`src/rtl/id_ex_pkg.sv`:
```
// Shared widths and ALU opcode constants for the ID/EX stage.
// Memory ops reuse the add-immediate encoding because the ALU only forms rs1+imm for them.
package id_ex_pkg;
    localparam int DSIZE = 16;
    localparam int AW    = 4;
    localparam int OPW   = 3;

    localparam logic [OPW-1:0] NOP_OP  = 3'd0;
    localparam logic [OPW-1:0] OP_ADD  = 3'd1;
    localparam logic [OPW-1:0] OP_SUB  = 3'd2;
    localparam logic [OPW-1:0] OP_AND  = 3'd3;
    localparam logic [OPW-1:0] OP_XOR  = 3'd4;
    localparam logic [OPW-1:0] OP_COM  = 3'd5;
    localparam logic [OPW-1:0] OP_MUL  = 3'd6;
    localparam logic [OPW-1:0] OP_ADDI = 3'd7;
    localparam logic [OPW-1:0] OP_LW   = 3'd7;
    localparam logic [OPW-1:0] OP_SW   = 3'd7;
endpackage

```
`src/rtl/fwd_mux.sv`:
```
// Operand forwarding select: r0 -> 0, then EX/MEM, then MEM/WB, then register-file data.
module fwd_mux
    import id_ex_pkg::*;
#(
    parameter int DW = DSIZE
) (
    input  logic [AW-1:0] rs,
    input  logic [DW-1:0] rdata,
    input  logic          exmem_wr_en,
    input  logic [AW-1:0] exmem_rd,
    input  logic [DW-1:0] exmem_result,
    input  logic          memwb_wr_en,
    input  logic [AW-1:0] memwb_rd,
    input  logic [DW-1:0] memwb_wdata,
    output logic [DW-1:0] fwd
);
    always_comb begin
        fwd = rdata;
        if (rs == '0) begin
            fwd = '0;
        end else if (exmem_wr_en && (exmem_rd == rs)) begin
            fwd = exmem_result;
        end else if (memwb_wr_en && (memwb_rd == rs)) begin
            fwd = memwb_wdata;
        end
    end
endmodule

```
`src/rtl/id_ex_stage.sv`:
```
// ID/EX pipeline register with load-use hazard detection and ALU operand forwarding.
// Optional hazard counters (stall_cnt/flush_cnt) are built when ID_EX_HAZARD_CNT_EN is defined.
module id_ex_stage
    import id_ex_pkg::*;
#(
    parameter int DW = DSIZE
) (
    input  logic           clk,
    input  logic           rst,
    input  logic           id_valid,
    input  logic [OPW-1:0] id_op,
    input  logic [AW-1:0]  id_rs1,
    input  logic [AW-1:0]  id_rs2,
    input  logic [DW-1:0]  id_rdata1,
    input  logic [DW-1:0]  id_rdata2,
    input  logic [DW-1:0]  id_imm,
    input  logic           id_use_imm,
    input  logic           id_wr_en,
    input  logic [AW-1:0]  id_rd,
    input  logic           id_mem_rd,
    input  logic           id_mem_wr,
    input  logic           exmem_wr_en,
    input  logic [AW-1:0]  exmem_rd,
    input  logic [DW-1:0]  exmem_result,
    input  logic           memwb_wr_en,
    input  logic [AW-1:0]  memwb_rd,
    input  logic [DW-1:0]  memwb_wdata,
    input  logic           flush,
    input  logic           hold,
    output logic           stall_out,
    output logic [DW-1:0]  alu_a,
    output logic [DW-1:0]  alu_b,
    output logic [OPW-1:0] alu_op,
    output logic           ex_valid,
    output logic [AW-1:0]  ex_rd,
    output logic           ex_wr_en,
    output logic           ex_mem_rd,
    output logic           ex_mem_wr,
    output logic [DW-1:0]  ex_store_data
`ifdef ID_EX_HAZARD_CNT_EN
    ,
    output logic [15:0]    stall_cnt,
    output logic [15:0]    flush_cnt
`endif
);
    typedef struct packed {
        logic [OPW-1:0] op;
        logic [AW-1:0]  rs1;
        logic [AW-1:0]  rs2;
        logic [DW-1:0]  rdata1;
        logic [DW-1:0]  rdata2;
        logic [DW-1:0]  imm;
        logic           use_imm;
        logic [AW-1:0]  rd;
        logic           wr_en;
        logic           mem_rd;
        logic           mem_wr;
        logic           valid;
    } ex_slot_t;

    ex_slot_t      ex;
    logic          load_use;
    logic [DW-1:0] fwd1;
    logic [DW-1:0] fwd2;

    // rs2 only matters when it is a real B operand or the store data of SW.
    always_comb begin
        load_use = id_valid && ex.valid && ex.mem_rd && (ex.rd != '0) &&
                   ((ex.rd == id_rs1) ||
                    ((ex.rd == id_rs2) && (!id_use_imm || id_mem_wr)));
    end

    assign stall_out = load_use && !flush && !hold;

    always_ff @(posedge clk or posedge rst) begin
        if (rst) begin
            ex <= '0;
        end else if (!hold) begin
            if (flush || load_use) begin
                ex.valid  <= 1'b0;
                ex.wr_en  <= 1'b0;
                ex.mem_rd <= 1'b0;
                ex.mem_wr <= 1'b0;
            end else begin
                ex.op      <= id_op;
                ex.rs1     <= id_rs1;
                ex.rs2     <= id_rs2;
                ex.rdata1  <= id_rdata1;
                ex.rdata2  <= id_rdata2;
                ex.imm     <= id_imm;
                ex.use_imm <= id_use_imm;
                ex.rd      <= id_rd;
                ex.wr_en   <= id_wr_en && id_valid;
                ex.mem_rd  <= id_mem_rd && id_valid;
                ex.mem_wr  <= id_mem_wr && id_valid;
                ex.valid   <= id_valid;
            end
        end
    end

    fwd_mux #(.DW(DW)) u_fwd1 (
        .rs(ex.rs1), .rdata(ex.rdata1),
        .exmem_wr_en(exmem_wr_en), .exmem_rd(exmem_rd), .exmem_result(exmem_result),
        .memwb_wr_en(memwb_wr_en), .memwb_rd(memwb_rd), .memwb_wdata(memwb_wdata),
        .fwd(fwd1)
    );

    fwd_mux #(.DW(DW)) u_fwd2 (
        .rs(ex.rs2), .rdata(ex.rdata2),
        .exmem_wr_en(exmem_wr_en), .exmem_rd(exmem_rd), .exmem_result(exmem_result),
        .memwb_wr_en(memwb_wr_en), .memwb_rd(memwb_rd), .memwb_wdata(memwb_wdata),
        .fwd(fwd2)
    );

    assign alu_a         = fwd1;
    assign alu_b         = ex.use_imm ? ex.imm : fwd2;
    assign ex_store_data = fwd2;
    assign alu_op        = ex.valid ? ex.op : NOP_OP;
    assign ex_valid      = ex.valid;
    assign ex_rd         = ex.rd;
    assign ex_wr_en      = ex.wr_en && ex.valid;
    assign ex_mem_rd     = ex.mem_rd && ex.valid;
    assign ex_mem_wr     = ex.mem_wr && ex.valid;

`ifdef ID_EX_HAZARD_CNT_EN
    always_ff @(posedge clk or posedge rst) begin
        if (rst) begin
            stall_cnt <= '0;
            flush_cnt <= '0;
        end else begin
            if (stall_out && (stall_cnt != 16'hFFFF)) begin
                stall_cnt <= stall_cnt + 16'd1;
            end
            if (flush && !hold && (flush_cnt != 16'hFFFF)) begin
                flush_cnt <= flush_cnt + 16'd1;
            end
        end
    end
`endif
endmodule

```
`config.mk`:
```
export PLATFORM = sky130hd
export DESIGN_NAME = id_ex_stage
export DESIGN_NICKNAME = d
export VERILOG_FILES = /design/src/rtl/id_ex_pkg.sv /design/src/rtl/fwd_mux.sv /design/src/rtl/id_ex_stage.sv
export SDC_FILE = /design/constraint.sdc
export NUM_CORES = 1
export LEC_CHECK = 0
export BUFFER_PORTS_ARGS = -buffer_cell sky130_fd_sc_hd__buf_4
export CAP_MARGIN = 20
export CORE_UTILIZATION = 48
export CTS_BUF_LIST = sky130_fd_sc_hd__clkbuf_16
export CTS_CLUSTER_SIZE = 8
export DETAILED_ROUTE_END_ITERATION = 8
export PLACE_DENSITY = 0.81
export SETUP_SLACK_MARGIN = 0.1
export SLEW_MARGIN = 5
export SYNTH_ARGS = -nofsm -noshare
export SYNTH_HDL_FRONTEND = slang
export SYNTH_SLANG_ARGS = --single-unit
```
`constraint.sdc`:
```
create_clock -name clk -period 3 [get_ports clk]
set_clock_uncertainty 0.2 [all_clocks]
set_input_delay 0.3 -clock clk [delete_from_list [all_inputs] [get_ports clk]]
set_output_delay 0.3 -clock clk [all_outputs]
set_load 0.005 [all_outputs]
```
==> results of run 1 <==
## power breakdown
group / internal [mW] / switching (mW)
Sequential: 1.05 / 0.113
Combinational: 0.591 / 0.435
Clock: 0.545 / 0.369
## synthesized netlist by cell type
library cell / count / area (µm²)
buf_4: 9 / 67.6
o41ai_1: 16 / 140
mux2i_1: 16 / 160
a211oi_1: 16 / 120
clkbuf_1: 17 / 63.8
or2_2: 1 / 6.26
o22ai_1: 1 / 6.26
buf_2: 3 / 15.0
xnor2_1: 14 / 123
and2_1: 7 / 43.8
o21ai_0: 19 / 95.1
nor4_4: 1 / 21.3
nor3_1: 17 / 85.1
a222oi_1: 1 / 10.0
nand3_1: 19 / 95.1
nand2_1: 19 / 71.3
a32o_1: 3 / 30.0
a21oi_4: 1 / 16.3
dfrtp_1: 68 / 1700
inv_1: 5 / 18.8
or4_1: 1 / 7.51
mux2_1: 22 / 248
xor2_1: 7 / 61.3
buf_6: 3 / 33.8
mux2_2: 42 / 473
buf_1: 1 / 3.75
nand4_1: 1 / 6.26
or4b_1: 1 / 10.0
nor2_1: 33 / 124
nor4_1: 2 / 12.5
and3_1: 18 / 113
a22o_1: 1 / 8.76
## worst min-delay path by stage
| stage | to | start |
|---|---|---|
| after floorplan | ex[2] | hold |
| after global placement | ex[9] | rst |
| after detailed placement | ex[9] | rst |
| after CTS | ex[65] | id_op[0] |
| after global routing | ex[49] | id_rdata1[8] |
| final | ex[49] | id_rdata1[8] |
## flip-flops by register name, indices dropped and copies added (netlist names)
name	cells
ex_valid	1
ex_rd	4
ex	63
## per-layer routing
metal	vias up	GRT usage	part of all wire
met5	-	0	0
met4	0	0.0987	0.027
met3	29	0.0748	0.080
met2	171	0.514	0.50
met1	1874	0.339	0.39
li1	1765	-	-
## critical path, cell delays in order (launching register included)
cell	delay, ns
dfrtp_1	0.45
xnor2_2	0.23
and3_1	0.20
buf_4	0.24
nand3_1	0.11
and3_1	0.19
o41ai_1	0.36
buf_4	0.17
## layout make-up
type                    instances  area (µm²)  area share
clock buffers                   9         225      0.0387
well taps                     102         128      0.0219
clock inverters                 7        35.0     0.00601
inverters                       5        18.8     0.00322
flip-flops and latches         68        1700       0.292
repair buffers                200        1580       0.270
multi-input cells             279        2140       0.367
## logic make-up (layout without fill, tap and decap cells)
kind of cell,Yosys count,count (layout),synth area share
and+or+nand+nor,120,120,0.149
muxes,80,80,0.221
DFF,68,68,0.426
AOI/OAI and AO/OA,58,58,0.107
buffers and inverters,38,221,0.0508
xor gates and xnor gates,21,21,0.0461
## timing repair
item                                   CTS  global route
setup endpoints to repair                7            36
pin swaps                                0             0
setup buffers                            0             0
endpoints found under the hold margin   44             2
hold buffers                            16             2
resized for setup                        1             9
gates cloned                             0             0
==> flow_summary_export.csv, run 1 <==
group,metric,value,unit
floorplanning,initial_core_util,0.506,
clock_tree,clk_latency,0.32,ns
route,finalWirelength,12500,µm
sta,report.final.slew_viol_count,0,
cells_and_area,stdcell_area,0.00583,mm²
sta,rsz0062_at_grt,"yes",
worst_setup_path,rr_worst_depth,5,
route,vias_per_cell,5.73,
worst_setup_path,worstSetupStartpoint,"ex[58]",
job,drv_cap,0,
worst_setup_path,endpoint,"alu_b[14]",
worst_setup_path,r2r_start,"ex_rd[0]",
outcome,status,"completed",
clock_tree,cts_tree,"yes",
min_path,min_path_type,"in2reg",
sta,tightest_slew,1.06,ns
global_route,grt_pass1_wl,19000,µm
placed_design,post-place-ws,0.429,ns
floorplanning,top_level_ports,174,
worst_setup_path,worstPathMaxFanout,16,
global_route,gr-usage-all-layers,0.290,
floorplanning,coreArea,0.00789,mm²
cells_and_area,fill_cells,578,
logic_synthesis,ys_seq_area_frac,0.426,
sta,setup_slack,0.216,ns
cells_and_area,fin_cells,670,
sta,relSlewSlack,0.292,
route,drtPass1Iterations,4,
logic_synthesis,avgSynthCellArea,10.4,µm²
global_route,overflow,0,
floorplanning,num_rows,32,
floorplanning,die_area,0.00868,mm²
logic_synthesis,netlist_area,0.00399,mm²
cells_and_area,area_growth,46.0,%
cells_and_area,final_core_util,0.739,
cells_and_area,final_common_cell,"buf_4",
clock_tree,cts_buffers,9,
clock_tree,clock-sinks,68,
global_route,antenna_found_initial,0,
worst_setup_path,arrival,2.28,ns
sta,tns,0,ns
cells_and_area,fin_nets,677,
pwr,cellLeakagePower,2.61,nW
sta,min_period,2.78,ns
cells_and_area,mostFrequentLayoutCells,"buf_4 (179), dfrtp_1 (67), mux2_2 (42)",
logic_synthesis,synth.distinct_cells,32,
worst_setup_path,reg2reg_slack,0.55,ns
pwr,total_power,3.10,mW
placed_design,placed_area,0.00534,mm²
global_route,grt_pass1_vias,3794,
logic_synthesis,syn_nets,499,
cells_and_area,antenna_cells,0,
route,vias,3839,
worst_setup_path,cp_data_required_time,2.50,ns
route,avgRoutedWirePerCell,18.6,µm
floorplanning,die_x,93.2,µm
global_route,grt_max_degree,59,
worst_setup_path,worstSetupStartpointType,"register",
floorplanning,dieHeight,93.2,µm
route,drc,0,
placed_design,io_buffers,173,
route,drtAntennaViolNets,0,
route,drt-initial-drc-count,119,
clock_tree,path_clk_slew,0.06,ns
sta,hold_violations,0,
clock_tree,cts_htree_levels,3,
logic_synthesis,synth_seq_cells,68,
clock_tree,cts-root-buf,"clkbuf_16",
worst_setup_path,endpoint_kind,"output pin",
logic_synthesis,syn_inst,385,
placed_design,gp_congestion,0.821,
sta,final-setup-viol-count,0,
logic_synthesis,ys_warn_count,0,
sta,post-route-period-util,0.928,
clock_tree,clockBufferDepth,2,
worst_setup_path,crit_type,"reg2out",
sta,clock.fmax,0.359,GHz
cells_and_area,drive_gt1_frac,0.442,
min_path,hold_depth,2,
pwr,ir_drop,0.323,mV
worst_setup_path,r2r-end,"ex[37]",
placed_design,dp.cells,636,
sta,holdWs,0.00244,ns
placed_design,dp_hpwl,9050,µm
pwr,power_density,532,mW/mm²
Note: power is estimated with default switching activity, not from simulation.
==> run 2, diff against run 1 <==
--- a/config.mk
+++ b/config.mk
@@ -5,13 +5,13 @@
 export SDC_FILE = /design/constraint.sdc
 export NUM_CORES = 1
 export LEC_CHECK = 0
-export BUFFER_PORTS_ARGS = -buffer_cell sky130_fd_sc_hd__buf_4
 export CAP_MARGIN = 20
-export CORE_UTILIZATION = 48
+export CORE_UTILIZATION = 53
 export CTS_BUF_LIST = sky130_fd_sc_hd__clkbuf_16
 export CTS_CLUSTER_SIZE = 8
 export DETAILED_ROUTE_END_ITERATION = 8
-export PLACE_DENSITY = 0.81
+export DONT_BUFFER_PORTS = 1
+export PLACE_DENSITY = 0.68
 export SETUP_SLACK_MARGIN = 0.1
 export SLEW_MARGIN = 5
 export SYNTH_ARGS = -nofsm -noshare
==> run 2 against run 1 <==
  * Register-to-register slack got worse by 0.23 ns
  * Critical path depth fell by 2
  * Sequential share of layout area rose by 4.0 points
  * Routed wire length fell by 3.8%
  * Die area fell by 9.2%
  * Clock-buffer cell count did not move
  * Global-route usage rose by 1.8 points
  * Utilization fell by 3.4 points
  * Critical endpoint is now alu_a[4]
==> flow_summary_export.csv, run 2 (same netlist as run 1, synthesis figures left out) <==
group,metric,value,unit
worst_setup_path,endpoint_kind,"output pin",
pwr,ir_drop,0.456,mV
cells_and_area,multi_input_area,0.00211,mm²
sta,tightest_slew,1.06,ns
global_route,grt_max_degree,53,
cells_and_area,fin_nets,565,
worst_setup_path,cp_data_required_time,2.50,ns
floorplanning,die_area,0.00788,mm²
global_route,antenna_found_initial,0,
floorplanning,die_x,88.8,µm
clock_tree,cts-root-buf,"clkbuf_16",
outcome,status,"completed",
worst_setup_path,arrival,2.32,ns
floorplanning,initial_core_util,0.550,
clock_tree,cts_htree_levels,3,
worst_setup_path,crit_type,"reg2out",
global_route,grt_pass1_vias,3494,
placed_design,dp_hpwl,8210,µm
cells_and_area,final_common_cell,"dlygate4sd3_1",
sta,tns,0,ns
route,drtPass1Iterations,4,
placed_design,io_buffers,0,
sta,hold_violations,0,
cells_and_area,area_growth,28.1,%
global_route,overflow,0,
route,avgRoutedWirePerCell,21.6,µm
route,vias,3438,
cells_and_area,largest_reg_flops,63,
min_path,min-delay-start,"ex[56]",
worst_setup_path,r2r_start,"ex_rd[0]",
min_path,hold-path-endpoint,"ex[56]",
worst_setup_path,worstPathMaxFanout,32,
clock_tree,cts_buffers,9,
pwr,cellLeakagePower,2.04,nW
job,drv_cap,0,
cells_and_area,antenna_cells,0,
floorplanning,num_rows,31,
cells_and_area,largest-register,"ex",
sta,setup_slack,0.184,ns
cells_and_area,fill_cells,565,
min_path,hold_depth,1,
min_path,min_path_type,"reg2reg",
clock_tree,clock-sinks,68,
cells_and_area,stdcell_area,0.00511,mm²
placed_design,placed_area,0.00410,mm²
sta,final-setup-viol-count,0,
cells_and_area,seqCellArea,0.00170,mm²
sta,min_period,2.82,ns
cells_and_area,fin_cells,555,
worst_setup_path,rr_worst_depth,6,
clock_tree,clk_latency,0.33,ns
cells_and_area,mostFrequentLayoutCells,"dlygate4sd3_1 (70), dfrtp_1 (68), mux2_2 (42)",
global_route,grt_pass1_wl,17800,µm
worst_setup_path,r2r-end,"ex[1]",
floorplanning,coreArea,0.00725,mm²
worst_setup_path,reg2reg_slack,0.32,ns
placed_design,gp_congestion,0.798,
pwr,power_density,575,mW/mm²
global_route,gr-usage-all-layers,0.308,
sta,clock.fmax,0.355,GHz
route,vias_per_cell,6.19,
cells_and_area,final_core_util,0.705,
route,finalWirelength,12000,µm
cells_and_area,drive_gt1_frac,0.186,
placed_design,post-place-ws,0.367,ns
clock_tree,cts_tree,"yes",
sta,holdWs,0.289,ns
pwr,total_power,2.94,mW
sta,relSlewSlack,0.293,
sta,rsz0062_at_grt,"yes",
clock_tree,path_clk_slew,0.06,ns
route,drc,0,
floorplanning,top_level_ports,174,
placed_design,dp.cells,469,
sta,report.final.slew_viol_count,0,
route,drtAntennaViolNets,0,
worst_setup_path,worstSetupStartpointType,"register",
sta,post-route-period-util,0.939,
route,drt-initial-drc-count,156,
floorplanning,dieHeight,88.8,µm
clock_tree,clockBufferDepth,2,
clock_tree,cts_setup_buffers,0,
## run 2: cell types whose count changed in the layout (fill, tap and decap cells not counted), moves of 2 or more
cell           delta
xnor2_1           +2
clkinv_4          +2
a211oi_1          +4
dlygate4sd3_1    +52
a211oi_2          -4
clkinv_1          -3
xnor2_2           -2
buf_4           -163
## run 2: repair_timing
| item | CTS | global route |
|---|---|---|
| resized for setup | 3 | 3 |
| setup endpoints to repair | 15 | 11 |
| hold endpoints to repair | 99 | 0 |
| hold buffers | 70 | 0 |
## run 2: routing by layer
layer	up-vias	track usage	routed length, µm
li1	1548	-	-
met1	1703	0.360	4700
met2	163	0.543	6100
met5	-	0	0
met4	0	0.128	283
met3	24	0.0746	887
## run 2: final cells by class
type / instances / area share
Timing Repair Buffer: 88 / 0.168
Sequential cell: 68 / 0.333
Multi-Input combinational cell: 279 / 0.414
Clock buffer: 9 / 0.0440
Inverter: 5 / 0.00367
Clock inverter: 7 / 0.0135
Tap cell: 99 / 0.0242
## run 2: worst max path at each step
stage / startpoint / end / slack [ns] / depth (start not counted)
3_3_place_gp: ex[58] / alu_b[12] / 0.45 / 6
3_5_place_dp: ex[58] / alu_b[7] / 0.37 / 6
4_1_cts: ex[58] / alu_b[7] / 0.16 / 6
6_report: ex[64] / alu_a[4] / 0.18 / 5
2_1_floorplan: ex_rd[0] / ex[47] / 0.75 / 6
5_1_grt: ex[58] / alu_b[12] / 0.07 / 6
## run 2: worst max-delay path, cell delays in order, from the launching register on
cell	delay, ns
dfrtp_1	0.44
inv_1	0.09
a222oi_1	0.31
or4b_1	0.46
buf_4	0.25
a211oi_1	0.42
## run 2: report_power, final
part,total [mW],switching (mW),internal (mW),leakage (nW)
clock network,1.03,0.395,0.639,0.147
registers,1.16,0.115,1.05,0.805
logic,0.744,0.364,0.380,1.09
